File: src/rtl/reg_arbiter_if.sv
// Requester A/B handshake buses and the register-file port of reg_arbiter.
// The arbiter takes the slave view; requesters and the file model take the master view.
interface reg_arbiter_if #(
    parameter int ADDR_W = 7,
    parameter int DATA_W = 8
);
    logic              a_req;
    logic              a_we;
    logic [ADDR_W-1:0] a_addr;
    logic [DATA_W-1:0] a_wdata;
    logic              a_gnt;
    logic              a_done;
    logic              a_err;
    logic [DATA_W-1:0] a_rdata;

    logic              b_req;
    logic              b_we;
    logic [ADDR_W-1:0] b_addr;
    logic [DATA_W-1:0] b_wdata;
    logic              b_gnt;
    logic              b_done;
    logic              b_err;
    logic [DATA_W-1:0] b_rdata;

    logic [ADDR_W-1:0] rf_addr;
    logic              rf_wr;
    logic [DATA_W-1:0] rf_wdata;
    logic [DATA_W-1:0] rf_rdata;
    logic              busy;

    modport slave (
        input  a_req, a_we, a_addr, a_wdata,
        output a_gnt, a_done, a_err, a_rdata,
        input  b_req, b_we, b_addr, b_wdata,
        output b_gnt, b_done, b_err, b_rdata,
        output rf_addr, rf_wr, rf_wdata,
        input  rf_rdata,
        output busy
    );

    modport master (
        output a_req, a_we, a_addr, a_wdata,
        input  a_gnt, a_done, a_err, a_rdata,
        output b_req, b_we, b_addr, b_wdata,
        input  b_gnt, b_done, b_err, b_rdata,
        input  rf_addr, rf_wr, rf_wdata,
        output rf_rdata,
        input  busy
    );
endinterface

File: src/rtl/reg_arbiter.sv
// Two-port round-robin arbiter and access sequencer for the 128 x 8 register file.
// Each transaction runs IDLE (sample) -> ACCESS (gnt, file access) -> RESP (done).

module reg_arbiter_port #(
    parameter int DATA_W = 8
) (
    input  logic              clk,
    input  logic              rst,
    input  logic              gnt_set,
    input  logic              done_set,
    input  logic              err_flag,
    input  logic              capture,
    input  logic [DATA_W-1:0] rf_rdata,
    output logic              gnt,
    output logic              done,
    output logic              err,
    output logic [DATA_W-1:0] rdata
);
    logic              gnt_q, gnt_d;
    logic              done_q, done_d;
    logic              err_q, err_d;
    logic [DATA_W-1:0] rdata_q, rdata_d;

    always_comb begin
        gnt_d   = gnt_set;
        done_d  = done_set;
        err_d   = done_set & err_flag;
        rdata_d = capture ? rf_rdata : rdata_q;
    end

    always_ff @(posedge clk or posedge rst) begin
        if (rst) begin
            gnt_q   <= 1'b0;
            done_q  <= 1'b0;
            err_q   <= 1'b0;
            rdata_q <= '0;
        end else begin
            gnt_q   <= gnt_d;
            done_q  <= done_d;
            err_q   <= err_d;
            rdata_q <= rdata_d;
        end
    end

    assign gnt   = gnt_q;
    assign done  = done_q;
    assign err   = err_q;
    assign rdata = rdata_q;
endmodule

module reg_arbiter #(
    parameter int ADDR_W = 7,
    parameter int DATA_W = 8,
    parameter int DEPTH  = 128
) (
    input  logic          clk,
    input  logic          rst,
    reg_arbiter_if.slave  bus
);
    localparam int NUM_PORTS = 2;
    localparam logic [ADDR_W:0] DEPTH_L = DEPTH[ADDR_W:0];

    typedef enum logic [1:0] {IDLE, ACCESS, RESP} state_t;

    logic [NUM_PORTS-1:0]             req, we;
    logic [NUM_PORTS-1:0][ADDR_W-1:0] addr;
    logic [NUM_PORTS-1:0][DATA_W-1:0] wdata, rdata;
    logic [NUM_PORTS-1:0]             gnt, done, err;
    logic [NUM_PORTS-1:0]             gnt_set, done_set, capture;

    state_t            state_q, state_d;
    logic              win_q, win_d;        // last-served / current winner, 0 = A
    logic              cmd_we_q, cmd_we_d;
    logic              cmd_err_q, cmd_err_d;
    logic [ADDR_W-1:0] cmd_addr_q, cmd_addr_d;
    logic              rf_wr_q, rf_wr_d;
    logic [DATA_W-1:0] rf_wdata_q, rf_wdata_d;
    logic              busy_q, busy_d;
    logic              win_sel, sel_in_range;

    assign req   = {bus.b_req, bus.a_req};
    assign we    = {bus.b_we, bus.a_we};
    assign addr  = {bus.b_addr, bus.a_addr};
    assign wdata = {bus.b_wdata, bus.a_wdata};

    // On a tie the requester not served last wins; otherwise the lone requester.
    assign win_sel      = (req[0] && req[1]) ? ~win_q : req[1];
    assign sel_in_range = ({1'b0, addr[win_sel]} < DEPTH_L);

    always_comb begin
        state_d    = state_q;
        win_d      = win_q;
        cmd_we_d   = cmd_we_q;
        cmd_err_d  = cmd_err_q;
        cmd_addr_d = cmd_addr_q;
        rf_wr_d    = 1'b0;
        rf_wdata_d = '0;
        busy_d     = 1'b0;
        gnt_set    = '0;
        done_set   = '0;
        capture    = '0;
        case (state_q)
            IDLE: begin
                if (|req) begin
                    state_d           = ACCESS;
                    win_d             = win_sel;
                    cmd_we_d          = we[win_sel];
                    cmd_err_d         = ~sel_in_range;
                    cmd_addr_d        = addr[win_sel];
                    rf_wr_d           = we[win_sel] & sel_in_range;
                    rf_wdata_d        = rf_wr_d ? wdata[win_sel] : '0;
                    busy_d            = 1'b1;
                    gnt_set[win_sel]  = 1'b1;
                end
            end
            ACCESS: begin
                state_d         = RESP;
                busy_d          = 1'b1;
                done_set[win_q] = 1'b1;
                // rf_addr is the latched address, so the file's read path is valid here
                capture[win_q]  = ~cmd_we_q & ~cmd_err_q;
            end
            RESP: begin
                state_d = IDLE;
            end
            default: begin
                state_d = IDLE;
            end
        endcase
    end

    always_ff @(posedge clk or posedge rst) begin
        if (rst) begin
            state_q    <= IDLE;
            win_q      <= 1'b1;
            cmd_we_q   <= 1'b0;
            cmd_err_q  <= 1'b0;
            cmd_addr_q <= '0;
            rf_wr_q    <= 1'b0;
            rf_wdata_q <= '0;
            busy_q     <= 1'b0;
        end else begin
            state_q    <= state_d;
            win_q      <= win_d;
            cmd_we_q   <= cmd_we_d;
            cmd_err_q  <= cmd_err_d;
            cmd_addr_q <= cmd_addr_d;
            rf_wr_q    <= rf_wr_d;
            rf_wdata_q <= rf_wdata_d;
            busy_q     <= busy_d;
        end
    end

    for (genvar i = 0; i < NUM_PORTS; i++) begin : g_port
        reg_arbiter_port #(.DATA_W(DATA_W)) u_port (
            .clk      (clk),
            .rst      (rst),
            .gnt_set  (gnt_set[i]),
            .done_set (done_set[i]),
            .err_flag (cmd_err_q),
            .capture  (capture[i]),
            .rf_rdata (bus.rf_rdata),
            .gnt      (gnt[i]),
            .done     (done[i]),
            .err      (err[i]),
            .rdata    (rdata[i])
        );
    end

    assign bus.a_gnt    = gnt[0];
    assign bus.a_done   = done[0];
    assign bus.a_err    = err[0];
    assign bus.a_rdata  = rdata[0];
    assign bus.b_gnt    = gnt[1];
    assign bus.b_done   = done[1];
    assign bus.b_err    = err[1];
    assign bus.b_rdata  = rdata[1];
    assign bus.rf_addr  = cmd_addr_q;
    assign bus.rf_wr    = rf_wr_q;
    assign bus.rf_wdata = rf_wdata_q;
    assign bus.busy     = busy_q;
endmodule

File: src/flat_wrapper.sv
// flat-port wrapper written by rule: the top's interface ports become plain ports
module reg_arbiter_flat 
#(
    parameter int ADDR_W = 7,
    parameter int DATA_W = 8,
    parameter int DEPTH  = 128
)
  (clk, rst, bus_a_req, bus_a_we, bus_a_addr, bus_a_wdata, bus_a_gnt, bus_a_done, bus_a_err, bus_a_rdata, bus_b_req, bus_b_we, bus_b_addr, bus_b_wdata, bus_b_gnt, bus_b_done, bus_b_err, bus_b_rdata, bus_rf_addr, bus_rf_wr, bus_rf_wdata, bus_rf_rdata, bus_busy);
  reg_arbiter_if #(.ADDR_W(ADDR_W), .DATA_W(DATA_W)) bus_i ();
  input  logic clk;
  input  logic rst;
  input wire logic [$bits(bus_i.a_req)-1:0] bus_a_req;
  input wire logic [$bits(bus_i.a_we)-1:0] bus_a_we;
  input wire logic [$bits(bus_i.a_addr)-1:0] bus_a_addr;
  input wire logic [$bits(bus_i.a_wdata)-1:0] bus_a_wdata;
  output wire logic [$bits(bus_i.a_gnt)-1:0] bus_a_gnt;
  output wire logic [$bits(bus_i.a_done)-1:0] bus_a_done;
  output wire logic [$bits(bus_i.a_err)-1:0] bus_a_err;
  output wire logic [$bits(bus_i.a_rdata)-1:0] bus_a_rdata;
  input wire logic [$bits(bus_i.b_req)-1:0] bus_b_req;
  input wire logic [$bits(bus_i.b_we)-1:0] bus_b_we;
  input wire logic [$bits(bus_i.b_addr)-1:0] bus_b_addr;
  input wire logic [$bits(bus_i.b_wdata)-1:0] bus_b_wdata;
  output wire logic [$bits(bus_i.b_gnt)-1:0] bus_b_gnt;
  output wire logic [$bits(bus_i.b_done)-1:0] bus_b_done;
  output wire logic [$bits(bus_i.b_err)-1:0] bus_b_err;
  output wire logic [$bits(bus_i.b_rdata)-1:0] bus_b_rdata;
  output wire logic [$bits(bus_i.rf_addr)-1:0] bus_rf_addr;
  output wire logic [$bits(bus_i.rf_wr)-1:0] bus_rf_wr;
  output wire logic [$bits(bus_i.rf_wdata)-1:0] bus_rf_wdata;
  input wire logic [$bits(bus_i.rf_rdata)-1:0] bus_rf_rdata;
  output wire logic [$bits(bus_i.busy)-1:0] bus_busy;
  assign bus_i.a_req = bus_a_req;
  assign bus_i.a_we = bus_a_we;
  assign bus_i.a_addr = bus_a_addr;
  assign bus_i.a_wdata = bus_a_wdata;
  assign bus_a_gnt = bus_i.a_gnt;
  assign bus_a_done = bus_i.a_done;
  assign bus_a_err = bus_i.a_err;
  assign bus_a_rdata = bus_i.a_rdata;
  assign bus_i.b_req = bus_b_req;
  assign bus_i.b_we = bus_b_we;
  assign bus_i.b_addr = bus_b_addr;
  assign bus_i.b_wdata = bus_b_wdata;
  assign bus_b_gnt = bus_i.b_gnt;
  assign bus_b_done = bus_i.b_done;
  assign bus_b_err = bus_i.b_err;
  assign bus_b_rdata = bus_i.b_rdata;
  assign bus_rf_addr = bus_i.rf_addr;
  assign bus_rf_wr = bus_i.rf_wr;
  assign bus_rf_wdata = bus_i.rf_wdata;
  assign bus_i.rf_rdata = bus_rf_rdata;
  assign bus_busy = bus_i.busy;
  reg_arbiter #(.ADDR_W(ADDR_W), .DATA_W(DATA_W), .DEPTH(DEPTH)) u_core (.clk(clk), .rst(rst), .bus(bus_i));
endmodule
File: config.mk
export PLATFORM = sky130hd
export DESIGN_NAME = reg_arbiter_flat
export DESIGN_NICKNAME = d
export VERILOG_FILES = /design/src/rtl/reg_arbiter_if.sv /design/src/rtl/reg_arbiter.sv /design/src/flat_wrapper.sv
export SDC_FILE = /design/constraint.sdc
export NUM_CORES = 1
export LEC_CHECK = 0
export ABC_AREA = 1
export BUFFER_PORTS_ARGS = -buffer_cell sky130_fd_sc_hd__clkbuf_2
export CORE_MARGIN = 1.5
export CORE_UTILIZATION = 35
export DETAILED_ROUTE_END_ITERATION = 16
export PLACE_DENSITY = 0.61
export SYNTH_ARGS = -nofsm -noshare
export SYNTH_HDL_FRONTEND = slang
export SYNTH_SLANG_ARGS = --single-unit
File: constraint.sdc
create_clock -name clk -period 3.03 [get_ports clk]
set_input_delay 0.606 -clock clk [delete_from_list [all_inputs] [get_ports clk]]
set_output_delay 0.606 -clock clk [all_outputs]
set_load 0.005 [all_outputs]
# After elaboration in Yosys (flattened, before gate mapping)

Index checks and enable logic that the tools add are counted.

Reduce and logical (&&, ||, !) cells: 6
Muxes and demuxes: 24
Order comparisons: 4
Equal/unequal tests: 2
Bitwise gates (word level): 3

Operator list:

| kind                                                     | number |
|---|---|
| two-way mux 8 bit                                        | 5 |
| two-way mux 7 bit                                        | 2 |
| two-way mux 2 bit                                        | 5 |
| two-way mux 1 bit                                        | 8 |
| < comparator 1 x 2 -> 1 bit, second input constant       | 2 |
| case mux 2 bit (2 select lines)                          | 1 |
| logical AND 1 bit                                        | 3 |
| AND 2 bit                                                | 1 |
| demux 1 bit (select 1 bit)                               | 2 |
| equality test 2 x 1 -> 1 bit, second input constant      | 1 |
| greater-or-equal comparator 1 bit, second input constant | 2 |
| logical NOT 2 bit                                        | 1 |
| != test 2 x 1 -> 1 bit, second input constant            | 1 |
| inverter 1 bit                                           | 2 |
| case mux 1 bit (2 select lines)                          | 1 |
| AND reduction 2 bit                                      | 1 |
| OR reduction 2 bit                                       | 1 |

Word-level logic and storage cells: 52
Bits in registers: 41
Output and inout port bits: 39
Input bits: 44

# Logic depth before layout (Yosys ltp)

Gate-level depths: netlist of run 1.

Word-level depth: 8
Mapped depth: 7
Mapped depth without buffers: 6

# Cells and area by module

A second synthesis of run 1 with hierarchy kept.

Cells, all modules: 217
Area total of the unflattened synthesis: 1836.8 µm²

By module, submodules not included:

| module           | cells an instance | sequential area each (µm²) | instances | area each (µm²) |
|---|---|---|---|---|
| reg_arbiter      | 137               | 526.8                      | 1         | 1053.5 |
| reg_arbiter_port | 40                | 275.3                      | 2         | 391.6 |

# Worst setup path after synthesis of run 1

Ideal clock, no wire load.

Kind: input to register
From: input bus_b_req
To: register u_core.cmd_we_q
Required time: 2907 ps
Arrival time: 1214 ps
Stages: 6
Buffers on the path: 2
Path slack: 1693 ps
Library setup time: 123 ps
Cells stage by stage: buf_6 > nor2_2 > nor2_4 > buf_6 > nand3_4 > nand2_1

Cells in the longest elaborated chain, start to end: 4
Elaborated cells between the ends (all ways): 6
Classes of those cells: mux (3); reduce/logical (3)

Ends and longest elaborated chain:

| element                                               | line               | text |
|---|---|---|
| from (decl)                                           | flat_wrapper.sv:20 | `input wire logic [$bits(bus_i.b_req)-1:0] bus_b_req;` |
| logical AND 1 bit                                     | reg_arbiter.sv:87  | `assign win_sel = (req[0] && req[1]) ? ~win_q : req[1];` |
| two-way mux 1 bit                                     | reg_arbiter.sv:87  |  |
| two-way mux 1 bit (not written as such) (2 in series) | reg_arbiter.sv:107 | `cmd_we_d = we[win_sel];` |
| to (signal assigned)                                  | reg_arbiter.sv:145 | `cmd_we_q <= cmd_we_d;` |
| to (decl)                                             | reg_arbiter.sv:73  | `logic cmd_we_q, cmd_we_d;` |

Parallel ways exist; a longest one is shown, timed or not. The select of a mux whose other input is x is not followed.
A chain may end at the register's enable or synchronous reset.

# Final worst setup path of run 1

From: input bus_b_req
To: register u_core.cmd_addr_q[2] (netlist: u_core.bus.rf_addr[2])

Cells in the longest elaborated chain, start to end: 4
Elaborated cells between the ends (all ways): 6
Classes of those cells: mux (3); reduce/logical (3)

Ends and longest elaborated chain:

| element                                 | line               | text |
|---|---|---|
| logical AND 1 bit                       | reg_arbiter.sv:87  |  |
| two-way mux 1 bit                       | reg_arbiter.sv:87  |  |
| two-way mux 7 bit                       | --                 |  |
| two-way mux 7 bit (not written as such) | reg_arbiter.sv:109 | `cmd_addr_d = addr[win_sel];` |
| to (signal assigned)                    | reg_arbiter.sv:147 | `cmd_addr_q <= cmd_addr_d;` |
| to (decl)                               | reg_arbiter.sv:75  | `logic [ADDR_W-1:0] cmd_addr_q, cmd_addr_d;` |

Parallel ways exist; a longest one is shown, timed or not. The select of a mux whose other input is x is not followed.

==> summary.md, run 1 <==
| Metric | Value |
|---|---|
| Outcome | completed |
| Depth of the CTS H-tree | 2 |
| Clk root buf | clkbuf_8 |
| Unrepaired setup endpoints after global routing | false |
| Die Ht | 75.3 um |
| Most frequent cell after synthesis | nand2_1 |
| Clock Path Buffers | 2 |
| Worst-path cell chain | clkbuf_2 -> nor2_2 -> nor2_4 -> inv_2 -> nand2_1 -> nand2_1 |
| Num Clock Sinks | 41 |
| Fraction of layout cells with a size suffix above 1 | 0.377 |
| Reg2reg end | u_core.cmd_we_q |
| FF+latch count, synth | 41 |
| Total Routing Usage GR | 0.144 |
| Die Area | 5670 um^2 |
| Total core area | 5070 um^2 |
| Avg Cell Area, Syn | 9.01 um^2 |
| FP Rows | 26 |
| Crit Path Max Fanout | 19 |
| Final WL | 3.75 mm |
| Clock Latency Late Sink | 0.29 ns |
| Gate power share | 0.360 |
| Setup Fix Bufs, Post-CTS | 0 |
| Capture point of the worst path | u_core.bus.rf_addr[2] |
| Placed Instances | 346 |
| Flop pwr share | 0.448 |
| Max Slew Vio Count | 0 |
| TritonCTS clock tree | yes |
| Pwr/cell area | 858 nW/um^2 |
| Worst path required time | 3.21 ns |
| FF-to-FF path depth | 5 |
| Power share of the clock group | 0.191 |
| Post-synth top area share | 0.547 |
| WS Path Type | in -> reg |
| Setup Viol. Count Final | 0 |
| Slowest-stage cell, CP | clkbuf_2 |
| # DRC | 0 |
| CTS clk-pin slew, worst paths | 0.08 ns |
| Ys flop type | dfrtp_1 |
| CP Launch Point | bus_b_req |
| Fin cells | 354 |
| Vias/cell | 4.25 |
| Setup TNS | 0 ns |
| Via count | 1,503 |
| Max Cap Violations | 0 |
| Post-CTS Resized | 0 |
| P_leak | 1.39 nW |
| Synth area leader | dfrtp_1 |
| Synth Warn # | 0 |
| Die X | 75.3 um |
| Final period util | 0.486 |
| Synth Instances | 203 |
| Clk_skew | 0.00232 ns |
| # diodes | 0 |
| Area Growth Syn to Fin | 28.7% |
| Largest cells by area after synthesis | dfrtp_1, nand2_1, inv_1 |
| Post-synthesis cell area | 1830 um^2 |
| Post-synth EDFFs | 0 |
| CP endpoint kind | register |
| Final GP Congestion | 0.732 |
| Initial Util | 0.360 |
| FFs w/ async S/R, synth | 1.00 |
| Slew @ Worst Pin | 0.650 ns |
| Most common library cells after synthesis | nand2_1, dfrtp_1, inv_1 |
| Total CTS buffers | 5 |
| Net load switching power | 0.000716 W |
| Vias in the first global route | 1,342 |
| DP HPWL | 2.75 mm |
| Io pins | 83 |
| Post-layout minimum cycle time | 1.47 ns |
| CTS Hold Buffers Added | 0 |
| Global-route wire length before repair | 6.02 mm |
| Max VDD drop | 315 uV |
| Initial antenna violation count | 0 |
| Reg2Reg Setup Slack | 1.66 ns |
| Initial DRT Pass Iterations | 4 |
| F_max | 0.679 GHz |
| Seq/Total Area, Yosys | 0.562 |
| Slowest stage delay, CP | 0.35 ns |
| WL/cell | 10.6 um |
| # fillers | 541 |
| Distinct cell type count after synthesis | 21 |
| Nets | 327 |
| Number of port buffers | 80 |
| Critical Path Most Common Cell | nand2_1 |
| Antenna Violating Nets Remaining | 0 |
| Pint | 0.00130 W |
| Drt initial violations | 52 |
| Grt total ovfl | 0 |
| Min-Delay Path Class | in -> async |
| Largest net degree at the start of global routing | 24 |
| FF-to-FF Start | u_core.win_q |
| Sw Ratio | 0.354 |
| Worst path arrival time | 1.66 ns |
| Fin. Hold Viols | 0 |
| Setup crit start kind | input port |
| Relative slew margins | 0.564 |
critical path: cells and delay by family:
family,cells,cell delay (ns)
buf+inv,2,0.50
simple gates,4,0.53
layout make-up:
cell class	instances	area, um^2	area share
clock buffers	7	96.3	0.0409
clock inverters	1	5.00	0.00213
inverters	32	120	0.0510
multi-input cells	122	611	0.259
flip-flops and latches	41	1030	0.436
well taps	70	87.6	0.0372
repair buffers	81	408	0.173
how the worst min path moves through the flow:
stage                                           from                                to  depth (start not counted)
global placement    u_core.g_port[0].u_port.rdata[7]  u_core.g_port[0].u_port.rdata[7]                          2
CTS                                              rst            u_core.bus.rf_wdata[7]                          2
finish                                           rst            u_core.bus.rf_wdata[4]                          2
floorplan                          u_core.state_q[1]                 u_core.state_q[1]                          1
global route                                     rst             u_core.bus.rf_addr[1]                          2
detailed placement  u_core.g_port[1].u_port.rdata[0]  u_core.g_port[1].u_port.rdata[0]                          2
kinds of logic (layout without fill, tap and decap cells):
family	after synthesis	count (layout)	synth area share
other cells	1	2	0.00205
flops	41	41	0.562
compound gates	18	18	0.0670
simple gates	102	102	0.263
buf+inv	41	121	0.107
placed cells by master, fill, tap and decap left out, types with 7 or more instances in the layout:
cell	instances
clkbuf_8	7
dfrtp_1	40
nand3b_1	7
nand2_1	59
nand3_1	16
o21ai_2	8
clkbuf_2	80
o21ai_0	8
inv_1	30
nor2_1	12
through the flow:
stage	util	power (W)	worst slack (ns)	cell area (um^2)	hold WS, ns
after floorplan	-	0.00136	1.48	1830	0.467
after global placement	0.444	0.00165	1.26	2250	0.467
after detailed placement	0.444	0.00166	1.25	2250	0.469
after CTS	0.464	0.00205	1.56	2350	0.317
after global routing	0.464	0.00221	1.43	2350	0.334
final	0.464	0.00202	1.56	2350	0.299
flip-flops by register name, summed over array words and instances, names as in the netlist, 2 cells and up:
name	count
u_core.bus.rf_addr	7
u_core.bus.rf_wdata	8
u_core.g_port.u_port.done	2
u_core.g_port.u_port.gnt	2
u_core.g_port.u_port.rdata	16
u_core.state_q	2
per-layer routing:
metal,up-vias,part of all wire,track usage
met5,-,0,0
met4,0,0.018,0.0655
met3,5,0.075,0.0423
met2,61,0.44,0.234
met1,664,0.47,0.178
li1,773,-,-
power by group through the flow:
stage	registers, W	clock network (W)	logic (W)
after floorplan	0.000922	0	0.000442
after global placement	0.000918	0	0.000732
after detailed placement	0.000918	0	0.000744
after CTS	0.000908	0.000398	0.000746
after global routing	0.000936	0.000422	0.000850
final	0.000905	0.000387	0.000728
(Power assumes the default switching activity.)
==> run 2, diff against run 1 <==
==> constraint.sdc (replaced) <==
create_clock -name clk -period 1.37 [get_ports clk]
set_input_delay 0.274 -clock clk [delete_from_list [all_inputs] [get_ports clk]]
set_output_delay 0.274 -clock clk [all_outputs]
set_load 0.005 [all_outputs]
==> summary.md, run 2 (synthesized netlist as in run 1, its figures left out) <==
| Metric | Value |
|---|---|
| Slew @ Worst Pin | 0.571 ns (-0.0786 ns) |
| WL/cell | 10.8 um (+1.9%) |
| Total core area | 5070 um^2 (unchanged) |
| Clock Latency Late Sink | 0.29 ns (about the same) |
| Total Routing Usage GR | 0.143 (-0.00124) |
| # fillers | 515 (-4.8%) |
| Max Cap Violations | 0 (unchanged) |
| Setup crit start kind | register |
| Die X | 75.3 um (unchanged) |
| Setup Viol. Count Final | 0 (unchanged) |
| Reg2Reg Setup Slack | 0.1 ns (-1.56 ns) |
| Flip-flop and latch area | 1030 um^2 (unchanged) |
| # diodes | 0 (unchanged) |
| Footprint of the multi-input gates | 633 um^2 (+3.7%) |
| Die Ht | 75.3 um (unchanged) |
| Number of port buffers | 80 (unchanged) |
| Crit Path Max Fanout | 8 (-11) |
| Vias/cell | 4.27 (+0.52%) |
| Worst-path cell chain | inv_1 -> nor2_2 -> nand2_2 -> o21ai_2 |
| Pwr/cell area | 1960 nW/um^2 (+130%) |
| Worst path arrival time | 1.50 ns (-0.16 ns) |
| F_max | 0.785 GHz |
| Clk_skew | 0.00665 ns (+0.00433 ns) |
| Grt total ovfl | 0 (unchanged) |
| Vias in the first global route | 1,392 (+3.7%) |
| Final GP Congestion | 0.759 (+3.7%) |
| TritonCTS clock tree | yes |
| Fin util | 0.491 (+0.0266) |
| Via count | 1,545 (+2.8%) |
| Initial DRT Pass Iterations | 4 (unchanged) |
| Die Area | 5670 um^2 (unchanged) |
| Max reg flops | 16 (unchanged) |
| WP buf/inv | 1 (-1) |
| FP Rows | 26 (unchanged) |
| Reg2reg end | u_core.g_port[1].u_port.rdata[3] |
| Relative slew margins | 0.617 (+0.0527) |
| Drt initial violations | 40 (-23%) |
| Final period util | 0.929 |
| CP endpoint kind | register |
| Initial antenna violation count | 0 (unchanged) |
| Antenna Violating Nets Remaining | 0 (unchanged) |
| Initial Util | 0.360 (unchanged) |
| Most frequent cells in the layout | clkbuf_2, nand2_1, dfrtp_1, inv_1, nand3_1 |
| Total CTS buffers | 5 (unchanged) |
| Nets | 335 (+2.4%) |
| DP HPWL | 2.96 mm (+7.7%) |
| Clock Path Buffers | 2 (unchanged) |
| Post-layout minimum cycle time | 1.27 ns |
| Setup Fix Bufs, Post-CTS | 0 (unchanged) |
| Clk root buf | clkbuf_8 |
| Area Growth Syn to Fin | 36.1% |
| WS Path Type | reg -> reg |
| Num Clock Sinks | 41 (unchanged) |
| Worst path required time | 1.59 ns (-1.62 ns) |
| Largest net degree at the start of global routing | 18 (-25%) |
| Global-route wire length before repair | 6.10 mm (+1.3%) |
| Min-Delay Path Class | in -> reg |
| CTS clk-pin slew, worst paths | 0.08 ns (about the same) |
| Fraction of layout cells with a size suffix above 1 | 0.394 (+0.0171) |
| Max VDD drop | 795 uV (+150%) |
| CP Launch Point | u_core.win_q |
| Slowest-stage cell, CP | dfstp_2 |
| Final WL | 3.91 mm (+4.2%) |
| Unrepaired setup endpoints after global routing | false |
| Worst Hold End | u_core.g_port[1].u_port.rdata[4] |
| Slowest stage delay, CP | 0.58 ns (+0.23 ns) |
| Fin. Hold Viols | 0 (unchanged) |
| Outcome | completed |
| Max Slew Vio Count | 0 (unchanged) |
| Family with the most delay on the worst path | flip-flops |
| Hold Path Origin | bus_rf_rdata[4] |
| FF-to-FF Start | u_core.win_q |
| Most common cell after layout, fill and taps aside | clkbuf_2 |
| Io pins | 83 (unchanged) |
| P_leak | 1.46 nW (+4.7%) |
| Total Power | 0.00488 W (+140%) |
| # DRC | 0 (unchanged) |
| Setup TNS | 0 ns (unchanged) |
| FF-to-FF path depth | 4 (-1) |
| Depth of the CTS H-tree | 2 (unchanged) |
| Min-Delay Path Depth | 3 |
run 2: report_power, final:
group | switching (W) | internal [W]
Sequential | 0.000277 | 0.00173
Combinational | 0.000973 | 0.000765
Clock | 0.000408 | 0.000724
Total | 0.00166 | 0.00322
run 2: metrics by stage:
step                      setup WS (ns)  std cells  cell area, um^2  hold slack, ns
after global placement            0.102        352             2320           0.271
after detailed placement         0.0324        352             2320           0.275
after floorplan                   0.152        204             1830           0.430
after global routing            0.00344        362             2490           0.222
after CTS                        0.0266        361             2470           0.217
final                            0.0969        362             2490           0.221
run 2: worst max-delay path by stage:
stage                     depth (start not counted)  slack (ns)                                to
after global routing                              4       0.003  u_core.g_port[1].u_port.rdata[3]
after global placement                            5        0.10  u_core.g_port[1].u_port.rdata[0]
after floorplan                                   1        0.15                   u_core.bus.busy
after detailed placement                          5        0.03  u_core.g_port[1].u_port.rdata[3]
after CTS                                         5        0.03  u_core.g_port[1].u_port.rdata[3]
final                                             4         0.1  u_core.g_port[1].u_port.rdata[3]
run 2: final cells by class:
type	instances	area share
Sequential cell	41	0.413
Clock inverter	3	0.0261
Timing Repair Buffer	88	0.196
Inverter	32	0.0482
Tap cell	70	0.0352
Multi-Input combinational cell	123	0.254
Clock buffer	5	0.0276
run 2: worst reg2reg max path, stage by stage (launching register included):
cell	delay [ns]
dfstp_2	0.58
inv_1	0.09
nor2_2	0.18
nand2_2	0.20
o21ai_2	0.16
run 2: repair_timing:
item,4_1_cts,5_1_grt
resized for setup,0,3
hold endpoints to repair,12,0
hold buffers,1,0
endpoints found under the setup margin,0,18
run 2: per-layer routing:
layer / vias to the layer above / wire (um) / track usage
li1: 789 / - / -
met1: 695 / 1820 / 0.180
met2: 56 / 1770 / 0.228
met3: 5 / 252 / 0.0410
met4: 0 / 63 / 0.0655
met5: - / 0 / 0
